## src/rtl/seq_restoring_divider.sv

```systemverilog
// Sequential restoring divider: unsigned DIVIDEND_W / DIVISOR_W, one quotient bit per clock (MSB first),
// valid/ready on both sides; divide-by-zero returns all-ones quotient with a flag.
module seq_restoring_divider #(
  parameter int DIVIDEND_W = 8,
  parameter int DIVISOR_W  = 4
) (
  input  logic                  clk,
  input  logic                  rst_n,
  input  logic                  in_valid,
  output logic                  in_ready,
  input  logic [DIVIDEND_W-1:0] dividend,
  input  logic [DIVISOR_W-1:0]  divisor,
  output logic                  out_valid,
  input  logic                  out_ready,
  output logic [DIVIDEND_W-1:0] quotient,
  output logic [DIVISOR_W-1:0]  remainder,
  output logic                  div_by_zero
);

  localparam int CNT_W = (DIVIDEND_W > 1) ? $clog2(DIVIDEND_W) : 1;

  typedef enum logic [1:0] {IDLE, RUN, DONE} state_t;

  state_t                state, state_nxt;
  // Dividend bits leave at the MSB while quotient bits enter at the LSB,
  // so after DIVIDEND_W steps this register holds the quotient.
  logic [DIVIDEND_W-1:0] dq_sh;
  logic [DIVISOR_W-1:0]  dsr;
  logic [DIVISOR_W:0]    p;
  logic [CNT_W-1:0]      cnt;

  logic [DIVISOR_W+1:0]  p_ext;
  logic [DIVISOR_W:0]    diff;
  logic [DIVISOR_W:0]    p_nxt;
  logic                  q_bit;

  assign in_ready  = (state == IDLE);
  assign out_valid = (state == DONE);

  always_comb begin
    p_ext = {p, dq_sh[DIVIDEND_W-1]};
    q_bit = (p_ext >= {2'b00, dsr});
    diff  = p_ext[DIVISOR_W:0] - {1'b0, dsr};
    p_nxt = q_bit ? diff : p_ext[DIVISOR_W:0];
  end

  always_comb begin
    state_nxt = state;
    case (state)
      IDLE: if (in_valid) state_nxt = (divisor == '0) ? DONE : RUN;
      RUN:  if (cnt == '0) state_nxt = DONE;
      DONE: if (out_ready) state_nxt = IDLE;
      default: state_nxt = IDLE;
    endcase
  end

  always_ff @(posedge clk or negedge rst_n) begin
    if (!rst_n) state <= IDLE;
    else        state <= state_nxt;
  end

  always_ff @(posedge clk or negedge rst_n) begin
    if (!rst_n) begin
      dq_sh       <= '0;
      dsr         <= '0;
      p           <= '0;
      cnt         <= '0;
      quotient    <= '0;
      remainder   <= '0;
      div_by_zero <= 1'b0;
    end else begin
      case (state)
        IDLE: if (in_valid) begin
          dq_sh <= dividend;
          dsr   <= divisor;
          p     <= '0;
          cnt   <= CNT_W'(DIVIDEND_W - 1);
          if (divisor == '0) begin
            quotient    <= '1;
            remainder   <= '0;
            div_by_zero <= 1'b1;
          end
        end
        RUN: begin
          p     <= p_nxt;
          dq_sh <= {dq_sh[DIVIDEND_W-2:0], q_bit};
          cnt   <= cnt - CNT_W'(1);
          if (cnt == '0) begin
            quotient    <= {dq_sh[DIVIDEND_W-2:0], q_bit};
            remainder   <= p_nxt[DIVISOR_W-1:0];
            div_by_zero <= 1'b0;
          end
        end
        default: ;
      endcase
    end
  end

endmodule

```

## config.mk

```make
export PLATFORM = sky130hd
export DESIGN_NAME = seq_restoring_divider
export DESIGN_NICKNAME = d
export VERILOG_FILES = /design/src/rtl/seq_restoring_divider.sv
export SDC_FILE = /design/constraint.sdc
export NUM_CORES = 1
export LEC_CHECK = 0
export ABC_AREA = 1
export CAP_MARGIN = 30
export CELL_PAD_IN_SITES_DETAIL_PLACEMENT = 1
export CELL_PAD_IN_SITES_GLOBAL_PLACEMENT = 1
export CORE_UTILIZATION = 35
export CTS_CLUSTER_DIAMETER = 40
export DETAILED_ROUTE_END_ITERATION = 10
export PLACE_DENSITY_LB_ADDON = 0.25
export REMOVE_ABC_BUFFERS = 1
export SYNTH_ARGS = -nofsm -noshare
export SYNTH_HDL_FRONTEND = slang
export SYNTH_SLANG_ARGS = --single-unit
```

## constraint.sdc

```tcl
create_clock -name clk -period 1.9 [get_ports clk]
set_input_delay 0.475 -clock clk [delete_from_list [all_inputs] [get_ports clk]]
set_output_delay 0.475 -clock clk [all_outputs]
set_load 0.01 [all_outputs]
```

==> reports/summary.txt <==
Root Driver: clkbuf_8
Via count: 1452
Dpl ws: -0.0218 ns
Core Rows: 25
Synthesized area: 0.00176 sq mm
WL final: 3980 um
Die ar.: 0.00531 sq mm
Worst hold path class: flip-flop to flip-flop
Avg WL per Cell: 12.6 um
Routability-driven placement congestion ratio: 0.760
DRT antenna net count: 0
Most numerous cell in the Yosys netlist: nand2_1
Top_reg_cell synth: dfrtp_1
Met2 usage in global routing: 0.294
DR pass1 iterations: 4
Number of synthesized flops with an enable pin: 0
Core Area: 0.00479 sq mm
Static Leak: 0.00117 uW
Drt via density: 4.61
Global-route wire length before repair: 6930 um
Synth Warn #: 0
Met1 Use GR: 0.226
Flop pwr share: 0.290
HPWL after DPL: 3030 um
Dpl cells: 307
Post-synth top area cell: dfrtp_1
ANT cells: 0
Combinational share of power: 0.571
Endpoints failing hold: 0
# port buffers: 30
Worst Path Required: 2.07 ns
Die width: 72.8 um
Synth Register Bits: 35
CTS tree: yes
CP Data Arrival Time: 1.91 ns
Actual slew at the worst max-slew pin: 0.390 ns
Hold-fix buffers at CTS: 0
Clk_lat worst skew: 0.28 ns
I/O pin total: 31
Post-Route Skew: 0.00869 ns
Status: finished, final reports clean
Critical path launch point type: flip-flop
Htree depth: 2
Clock power share: 0.139
GRT overflow: 0
Final Net Count: 271
Clock Tree Buf Depth: 2
Crit Path Class: flip-flop to flip-flop
DR iter-0 viols: 50
Layout cell share with drive strength beyond 1: 0.177
Synth cell types: 25
Hold WS: 0.481 ns
GRT Max-Usage Layer: met2
Vias in the first global route: 1504
Final Cycle Share: 0.916
Final Max Slew Viols: 0
Clk sinks: 35
Synth async-reset ratio: 1.00
Synth area leaders: dfrtp_1, nand2_1, nor2_1
FF-to-FF setup slack: 0.16 ns
Syn_area_per_cell: 8.61 sq um
Maximum fanout along the worst path: 5
Register area share after synthesis: 0.499
RSZ-0062 raised after global routing: false
Crit end category: flip-flop
Initial antenna violation count: 0
Clock Pin Slew Worst Setup and Hold Paths: 0.07 ns
Power per cell area: 1970 mW/mm^2
Die H: 72.8 um
Largest net degree at the start of global routing: 36
DRC viols: 0
GR Util met3: 0.0373
Non-Filler Instances: 315
Syn Inst Count: 204
Cell Int Power: 2660 uW
# Max-Cap Violations: 0
Slew HR: 0.740
Worst VDD drop: 0.000812 V
Max frequency: 575 MHz
Area Growth Syn to Fin: 33.4%
Synth top cells by count: nand2_1, dfrtp_1, nor2_1
Switch share: 0.424
Final setup fails: 0
Number of CTS-inserted buffers: 5
Initial Util: 0.367
P_sw: 1950 uW
Post-route setup slack: 0.160 ns
Share of the synthesized area in the top cell type: 0.499
Fin crit period: 1.74 ns
All-Layer GR Usage: 0.173
## critical path, stage by stage, from the launching register on
cell	delay, ns
dfrtp_1	0.32
inv_1	0.07
ha_2	0.19
fa_2	0.34
inv_1	0.06
nand2_1	0.05
nand2_1	0.07
nand2_2	0.09
nand2_4	0.09
nor2_1	0.07
nand2_1	0.10
nand2_1	0.06
nand2_1	0.06
nand2_1	0.05
## power by group through the flow
stage                     Clock [uW]  Combinational, uW  Sequential [uW]
final                            640               2630             1340
after global routing             687               2990             1380
after CTS                        663               2620             1340
after detailed placement           0               2570             1360
after global placement             0               2480             1340
after floorplan                    0               1550             1370
## repair_timing
action                                  in CTS  in global routing
pin swaps                                    0                  2
endpoints found under the setup margin       5                 12
setup buffers                                1                  0
gates resized for setup                      4                  7
## area by class of cell
class	instances	area, sq um
fill	574	2440
inverter	25	96.3
sequential	35	877
tap	67	83.8
timing repair buffer	43	412
clock inverter	1	30.0
clock buffer	6	72.6
multi-input combinational	138	772
## logic make-up (layout without fill, tap and decap cells)
group,Yosys count,after routing,synth area share
simple gates,93,93,0.219
compound gates,35,35,0.134
flops,35,35,0.499
buf+inv,31,75,0.0783
fa+ha+maj,7,7,0.0541
xor+xnor,2,2,0.00997
mux,1,1,0.00570
## flip-flops by register name, summed over array words and instances, names as in the netlist
signal / flops
dsr: 4
quotient: 8
remainder: 4
dq_sh: 8
div_by_zero: 1
p: 5
cnt: 3
state: 2
## cell usage in the layout (no fill, tap or decap)
master           synthesis  final
fa_2                     0      1
nor2_4                   2      2
buf_4                    0     12
nor2_2                   0      1
nand2_1                 57     55
dlymetal6s2s_1           0      1
nor2_1                  24     23
mux2i_1                  1      1
nand3_1                  4      4
clkdlybuf4s50_1          0     28
o21ai_2                  9      9
dfrtp_2                  0      1
xor2_1                   1      1
o211ai_1                 3      3
inv_4                    1      1
inv_1                   22     22
nand2_2                  4      5
xnor2_1                  1      1
dfrtp_1                 35     34
buf_12                   0      1
clkbuf_1                 1      1
or2_0                    1      1
bufinv_16                0      1
clkbuf_8                 0      5
ha_2                     0      1
dlygate4sd2_1            0      1
a21oi_1                  6      5
a21oi_4                  0      1
o21ai_0                  9      9
o31ai_1                  7      7
nand3b_1                 1      1
nand2_4                  0      1
ha_1                     6      5
inv_2                    2      2
a31oi_1                  1      1
## stage by stage
step | area [sq um] | utilization | setup TNS, ns | total power, uW
floorplan | 1720 | - | 0 | 2910
global placement | 2200 | 0.460 | -0.00528 | 3820
detailed placement | 2200 | 0.460 | -0.115 | 3930
CTS | 2320 | 0.484 | 0 | 4620
global route | 2340 | 0.490 | 0 | 5060
finish | 2340 | 0.490 | 0 | 4610
## path summary, 6_finish.rpt
check	start	to	cells after the start
hold / removal	cnt[0]$_DFFE_PN0P_	cnt[0]$_DFFE_PN0P_	1
hold reg to reg	cnt[0]$_DFFE_PN0P_	cnt[0]$_DFFE_PN0P_	1
setup reg to reg	dq_sh[7]$_DFFE_PN0P_	remainder[2]$_DFFE_PN0P_	13
max in group asynchronous	rst_n	state[0]$_DFFE_PN0P_	2
setup / recovery	dq_sh[7]$_DFFE_PN0P_	remainder[2]$_DFFE_PN0P_	13
min in group asynchronous	rst_n	dsr[2]$_DFFE_PN0P_	2
## layer usage
layer / wire (um) / share of wire
met1: 1890 / 0.47
met2: 1970 / 0.49
met3: 105 / 0.026
met4: 18 / 0.0045
met5: 0 / 0
Power figures use the tool's default switching activity.
